===== src/rtl/pulse_dec_pkg.sv =====
// Shared types for the remote-control pulse frame decoder.
// FSM states and pulse-width classes.
package pulse_dec_pkg;

  typedef enum logic [1:0] {
    IDLE,
    RECV,
    CHECK
  } state_t;

  typedef enum logic [1:0] {
    SYNC,
    ZERO,
    ONE,
    BAD
  } pclass_t;

endpackage


===== src/rtl/sync_edge_det.sv =====
// 2-FF synchroniser for an asynchronous pin plus
// single-cycle rise/fall strobes on the synced level.
module sync_edge_det (
  input  logic clk,
  input  logic rst_n,
  input  logic d_i,
  output logic lvl_o,
  output logic rise_o,
  output logic fall_o
);

  logic meta_q;
  logic lvl_q;
  logic prev_q;

  always_ff @(posedge clk or negedge rst_n) begin
    if (!rst_n) begin
      meta_q <= 1'b0;
      lvl_q  <= 1'b0;
      prev_q <= 1'b0;
    end else begin
      meta_q <= d_i;
      lvl_q  <= meta_q;
      prev_q <= lvl_q;
    end
  end

  assign lvl_o  = lvl_q;
  assign rise_o = lvl_q & ~prev_q;
  assign fall_o = ~lvl_q & prev_q;

endmodule


===== src/rtl/pulse_frame_decoder.sv =====
// Pulse-width frame decoder: classifies high pulses as SYNC/0/1,
// assembles a frame LSB-first and emits the key field.
module pulse_frame_decoder
  import pulse_dec_pkg::*;
#(
  parameter int CNT_W      = 16,
  parameter int T0_CYC     = 23000,
  parameter int T1_CYC     = 40000,
  parameter int SYNC_CYC   = 60000,
  parameter int TOL_CYC    = 2000,
  parameter int GAP_CYC    = 65000,
  parameter int FRAME_BITS = 32,
  parameter int DATA_LSB   = 16,
  parameter int DATA_W     = 8,
  parameter int CHECK_INV  = 1
) (
  input  logic              clk,
  input  logic              rst_n,
  input  logic              sinal,
  output logic [DATA_W-1:0] key_code,
  output logic              key_valid,
  output logic              frame_err,
  output logic              busy
);

  localparam int IDX_W = $clog2(FRAME_BITS + 1);
  localparam logic [CNT_W-1:0] CNT_MAX = '1;
  localparam logic [CNT_W-1:0] GAP_LIM = CNT_W'(GAP_CYC);
  localparam logic [IDX_W-1:0] IDX_LAST = IDX_W'(FRAME_BITS - 1);

  logic s;
  logic rise;
  logic fall;

  sync_edge_det u_sync (
    .clk    (clk),
    .rst_n  (rst_n),
    .d_i    (sinal),
    .lvl_o  (s),
    .rise_o (rise),
    .fall_o (fall)
  );

  logic [CNT_W-1:0]      width_q, width_d;
  logic [CNT_W-1:0]      gap_q, gap_d;
  state_t                state_q;
  logic [IDX_W-1:0]      idx_q;
  logic [FRAME_BITS-1:0] frame_q;
  logic [DATA_W-1:0]     key_q;
  logic                  valid_q;
  logic                  err_q;
  pclass_t               pc;
  logic [DATA_W-1:0]     key_f;
  logic                  inv_ok;

  function automatic logic near(
    input logic [CNT_W-1:0] w,
    input int               n
  );
    int wi;
    wi = int'(w);
    return (wi >= n - TOL_CYC) && (wi <= n + TOL_CYC);
  endfunction

  // Windows never overlap, so at most one arm can match.
  always_comb begin
    pc = BAD;
    unique case (1'b1)
      near(width_q, SYNC_CYC): pc = SYNC;
      near(width_q, T1_CYC):   pc = ONE;
      near(width_q, T0_CYC):   pc = ZERO;
      default:                 pc = BAD;
    endcase
  end

  always_comb begin
    width_d = width_q;
    if (rise)
      width_d = CNT_W'(1);
    else if (s && width_q != CNT_MAX)
      width_d = width_q + CNT_W'(1);
    gap_d = gap_q;
    if (fall)
      gap_d = CNT_W'(1);
    else if (!s && state_q == RECV && gap_q != CNT_MAX)
      gap_d = gap_q + CNT_W'(1);
  end

  assign key_f = frame_q[DATA_LSB +: DATA_W];

  if (CHECK_INV != 0) begin : g_inv
    assign inv_ok =
      (frame_q[DATA_LSB+DATA_W +: DATA_W] == ~key_f);
  end else begin : g_noinv
    assign inv_ok = 1'b1;
  end

  always_ff @(posedge clk or negedge rst_n) begin
    if (!rst_n) begin
      width_q <= '0;
      gap_q   <= '0;
      state_q <= IDLE;
      idx_q   <= '0;
      frame_q <= '0;
      key_q   <= '0;
      valid_q <= 1'b0;
      err_q   <= 1'b0;
    end else begin
      width_q <= width_d;
      gap_q   <= gap_d;
      valid_q <= 1'b0;
      err_q   <= 1'b0;
      unique case (state_q)
        IDLE: begin
          if (fall && pc == SYNC) begin
            state_q <= RECV;
            idx_q   <= '0;
          end
        end
        RECV: begin
          if (fall) begin
            unique case (pc)
              SYNC: idx_q <= '0;
              ZERO, ONE: begin
                // LSB-first: first bit ends up in frame_q[0]
                frame_q <= {pc == ONE, frame_q[FRAME_BITS-1:1]};
                idx_q   <= idx_q + IDX_W'(1);
                if (idx_q == IDX_LAST)
                  state_q <= CHECK;
              end
              default: begin
                err_q   <= 1'b1;
                state_q <= IDLE;
              end
            endcase
          end else if (!s && gap_q >= GAP_LIM) begin
            err_q   <= 1'b1;
            state_q <= IDLE;
          end
        end
        CHECK: begin
          if (inv_ok) begin
            key_q   <= key_f;
            valid_q <= 1'b1;
          end else begin
            err_q <= 1'b1;
          end
          state_q <= IDLE;
        end
        default: state_q <= IDLE;
      endcase
    end
  end

  assign key_code  = key_q;
  assign key_valid = valid_q;
  assign frame_err = err_q;
  assign busy      = (state_q == RECV);

endmodule


===== config.mk =====
export PLATFORM = sky130hd
export DESIGN_NAME = pulse_frame_decoder
export DESIGN_NICKNAME = d
export VERILOG_FILES = /design/src/rtl/pulse_dec_pkg.sv /design/src/rtl/sync_edge_det.sv /design/src/rtl/pulse_frame_decoder.sv
export SDC_FILE = /design/constraint.sdc
export NUM_CORES = 1
export LEC_CHECK = 0
export ABC_AREA = 1
export BUFFER_PORTS_ARGS = -buffer_cell sky130_fd_sc_hd__buf_2
export CORE_MARGIN = 2
export CORE_UTILIZATION = 50
export CTS_BUF_LIST = sky130_fd_sc_hd__clkbuf_16
export DETAILED_ROUTE_END_ITERATION = 6
export GPL_TIMING_DRIVEN = 0
export PLACE_DENSITY_LB_ADDON = 0.3
export SYNTH_ARGS = -nofsm -noshare
export SYNTH_HDL_FRONTEND = slang
export SYNTH_SLANG_ARGS = --single-unit

===== constraint.sdc =====
create_clock -name clk -period 3.8 [get_ports clk]
set_input_delay 0.38 -clock clk [delete_from_list [all_inputs] [get_ports clk]]
set_output_delay 0.38 -clock clk [all_outputs]
set_load 0.01 [all_outputs]

==> run summary <==
DETAILED ROUTING
------------------------------------------------------------------------------------------
Post-route antenna net violation count                                                   0
Final wirelength                                                                   8410 µm
Overall via count from detail_route                                                  3,385
Vias per std cell                                                                     5.21
Average routed wire per standard cell                                              12.9 µm
Initial drt markers                                                                    139
Residual DRC                                                                             0
1st-pass router iterations                                                               4

SYNTHESIS
------------------------------------------------------------------------------------------
Number of synthesized register bits                                                     69
Synthesized-area fraction occupied by xor and xnor cells                             4.18%
Post-synth top area share                                                            43.4%
Synthesized Nets                                                                       532
Number of synthesis warnings                                                             0
Average cell area after synthesis                                                 7.67 µm²
Share of synthesized cell area in full adder, half adder and majority cells          3.14%
Sequential share of the synthesized area                                             43.4%
Combined area of all synthesized cells                                         0.00398 mm²
Share of cell area taken by muxes after synthesis                                       0%
Synthesized-area fraction occupied by and/or/nand/nor cells                          30.5%
Dominant cell type by area after synthesis                                    sky130_fd_sc_hd__dfrtp_1
Synthesized instance count                                                             519
Fraction of the mapped netlist area in compound gates                                11.6%
Main combinational cell family by area after synthesis                        simple AND/OR/NAND/NOR gates
Number of library cell types mapped by synthesis                                        38
Cell types with the largest area share after synthesis                        sky130_fd_sc_hd__dfrtp_1, sky130_fd_sc_hd__nand2_1, sky130_fd_sc_hd__nand3_1

TIMING
------------------------------------------------------------------------------------------
Maximum achievable frequency                                                     0.372 GHz
Minimum period implied by the final worst setup slack                              2.69 ns
Unrepaired setup endpoints after global routing                                         no
Slew at the pin with the worst max-slew slack                                     0.853 ns
Number of endpoints failing setup at the final stage                                     0
Hold Slack                                                                        0.162 ns
Post-route clock skew                                                           0.00508 ns
Number of hold-slack violations in the final timing report                               0
Final Max Tran Viols                                                                     0
Period Utilization, post-route                                                       70.7%
Post-route setup TNS                                                                  0 ns
Rel. slew slack                                                                      43.2%
Setup ws final                                                                     1.11 ns

GLOBAL ROUTE
------------------------------------------------------------------------------------------
Global-route wire length before repair                                           14,800 µm
Vias in the first global route                                                       3,316
Total routing usage reported by global routing                                       21.3%
Largest net degree at the start of global routing                                       70
Number of antenna violations at the first check in global routing                        0
Gr ovfl total                                                                            0

POWER AND IR DROP
------------------------------------------------------------------------------------------
Internal power                                                                     1.35 mW
Share of power burned in combinational logic                                          4.5%
Peak supply drop                                                                  0.223 mV
Net switching share of the total power                                               22.8%
Clock network fraction of design power                                               52.4%
Switching power summed over all nets                                                399 µW
P_leak                                                                             2.04 nW
Power Density                                                                   388 mW/mm²
Proportion of power drawn by flip-flops and latches                                  43.1%

CTS
------------------------------------------------------------------------------------------
Clock Root Buffer                                                             sky130_fd_sc_hd__clkbuf_16
# hold bufs at CTS                                                                       0
Cts bufs inserted                                                                        9
Count of buffers added by post-CTS timing repair for setup                               0
Number of levels in the clock H-tree                                                     3
Clock latency at the later pin of the worst-skew pair                              0.33 ns
Post_cts resized                                                                         0
Count of clock tree sinks                                                               69
CTS tree                                                                               yes
Maximum buffer depth of the clock tree                                                   2
Clock transition at the registers of the reported paths                            0.06 ns

FLOORPLANNING
------------------------------------------------------------------------------------------
Vertical extent of the die                                                         93.2 µm
Site Rows                                                                               32
Core region area                                                               0.00773 mm²
DIE WIDTH                                                                          93.2 µm
Boundary Pins                                                                           14
Die Outline Area                                                               0.00869 mm²
Starting density of the core                                                         51.5%

CELLS AND AREA
------------------------------------------------------------------------------------------
Most frequent standard cell in the layout excluding fill and tap cells        sky130_fd_sc_hd__nand2_1
Post-layout net count                                                                  556
Area Overhead vs Synth                                                               13.2%
Ratio of cells with drive above 1 in the final layout                                10.4%
Commonest non-fill, non-tap cells in the layout                               sky130_fd_sc_hd__nand2_1, sky130_fd_sc_hd__dfrtp_1, sky130_fd_sc_hd__inv_1
Count of inserted antenna diode cells                                                    0

PLACEMENT
------------------------------------------------------------------------------------------
RD Place Congestion                                                                  0.931
Port Buf Inserts                                                                        13
Place WS                                                                           1.17 ns
Detailed placement HPWL                                                            6110 µm

SETUP PATH
------------------------------------------------------------------------------------------
Worst Setup End Kind                                                             flip-flop
Critical Setup Path Class                                                     flip-flop to flip-flop
Crit path required time                                                            4.01 ns
Startpoint type of the worst setup path                                          flip-flop
Maximum net fanout on the critical path                                                 10
Crit path DAT                                                                      2.90 ns

HOLD PATH
------------------------------------------------------------------------------------------
Tightest Hold Check Type                                                      primary input to flip-flop

RUN STATUS
------------------------------------------------------------------------------------------
Result of the run                                                                completed

RUN
------------------------------------------------------------------------------------------
Max Cap Violations                                                                       0

## layout make-up
cell class	count	area (µm²)
clock buffers	9	225
well taps	102	128
inverters	61	229
clock inverters	7	104
repair buffers	13	67.6
flip-flops and latches	69	1730
fillers	716	3220
multi-input cells	378	1970
plain buffers	11	58.8
## flip-flops by register name, summed over array words and instances (netlist names), 2 cells and up
register / count
frame_q: 16
gap_q: 16
width_q: 16
key_code: 8
idx_q: 6
state_q: 2
## power by group through the flow
stage	Combinational (mW)	Sequential, mW	Clock [mW]
global route	0.0912	0.755	0.964
finish	0.0783	0.754	0.916
CTS	0.0795	0.754	0.942
floorplan	0.0502	0.765	0
detailed placement	0.0792	0.768	0
global placement	0.0768	0.767	0
## cells in the mapped netlist
cell and instances:
sky130_fd_sc_hd__a211oi_1 1, sky130_fd_sc_hd__a21boi_0 1, sky130_fd_sc_hd__a21oi_1 18, sky130_fd_sc_hd__a21oi_4 1, sky130_fd_sc_hd__a2bb2oi_1 1, sky130_fd_sc_hd__a31oi_1 1, sky130_fd_sc_hd__a31oi_4 1, sky130_fd_sc_hd__and3_1 1
sky130_fd_sc_hd__buf_2 5, sky130_fd_sc_hd__buf_4 1, sky130_fd_sc_hd__buf_6 1, sky130_fd_sc_hd__clkbuf_1 4, sky130_fd_sc_hd__clkinv_1 1, sky130_fd_sc_hd__dfrtp_1 69, sky130_fd_sc_hd__ha_1 10, sky130_fd_sc_hd__inv_1 55
sky130_fd_sc_hd__inv_2 5, sky130_fd_sc_hd__nand2_1 134, sky130_fd_sc_hd__nand2_2 4, sky130_fd_sc_hd__nand2_4 1, sky130_fd_sc_hd__nand3_1 47, sky130_fd_sc_hd__nand3_4 1, sky130_fd_sc_hd__nand4_1 4, sky130_fd_sc_hd__nor2_1 51
sky130_fd_sc_hd__nor2_2 4, sky130_fd_sc_hd__nor2_4 2, sky130_fd_sc_hd__nor3_1 16, sky130_fd_sc_hd__nor3_2 1, sky130_fd_sc_hd__nor3b_1 4, sky130_fd_sc_hd__nor4_1 5, sky130_fd_sc_hd__o211ai_1 1, sky130_fd_sc_hd__o21a_1 9
sky130_fd_sc_hd__o21ai_0 29, sky130_fd_sc_hd__o21ai_1 3, sky130_fd_sc_hd__o21ai_4 1, sky130_fd_sc_hd__o31ai_1 7, sky130_fd_sc_hd__xnor2_1 8, sky130_fd_sc_hd__xor2_1 11
## final timing paths
path	from	endpoint	slack, ns	cells past startpoint
worst min-delay path	sinal	u_sync.meta_q$_DFF_PN0_	0.16	1
worst min register to register	u_sync.meta_q$_DFF_PN0_	u_sync.lvl_o$_DFF_PN0_	0.35	0
min in group asynchronous	rst_n	gap_q[5]$_DFFE_PN0P_	0.17	1
worst max register to register	width_q[11]$_DFFE_PN0P_	frame_q[27]$_DFFE_PN0P_	1.11	12
worst max-delay path	width_q[11]$_DFFE_PN0P_	frame_q[27]$_DFFE_PN0P_	1.11	12
max in group asynchronous	rst_n	width_q[14]$_DFFE_PN0P_	3.08	1
## critical path: stages (launching register included)
cell and delay, ns:
sky130_fd_sc_hd__dfrtp_1 0.44, sky130_fd_sc_hd__inv_1 0.16, sky130_fd_sc_hd__nand2_1 0.07, sky130_fd_sc_hd__nor2_1 0.21, sky130_fd_sc_hd__o211ai_1 0.13, sky130_fd_sc_hd__nand2_1 0.09, sky130_fd_sc_hd__nand2_2 0.09, sky130_fd_sc_hd__ha_1 0.31
sky130_fd_sc_hd__nand2_1 0.19, sky130_fd_sc_hd__nor2_2 0.34, sky130_fd_sc_hd__clkinv_1 0.32, sky130_fd_sc_hd__nand2_1 0.13, sky130_fd_sc_hd__o21ai_0 0.08
## cell families after synthesis
family / after synthesis
flops: 69
simple gates: 275
xor+xnor: 19
buf+inv: 72
compound gates: 74
fa+ha+maj: 10
## per-layer routing
layer	share of wire [%]	up-vias	wire length, µm	global-route usage [%]
met5	0	-	0	0
met4	1.0	0	88	6.50
met3	3.3	9	279	4.59
met1	47	1582	3920	26.9
met2	49	56	4120	36.5
li1	-	1738	-	-
## stage by stage
step	total power [mW]	area (µm²)	utilization [%]	std cells
5_1_grt	1.81	4510	58.3	650
3_5_place_dp	0.847	4180	54.0	634
3_3_place_gp	0.844	4170	54.0	634
4_1_cts	1.78	4510	58.3	650
6_report	1.75	4510	58.3	650
2_1_floorplan	0.815	3980	-	519
Note: power is estimated with default switching activity, not from simulation.
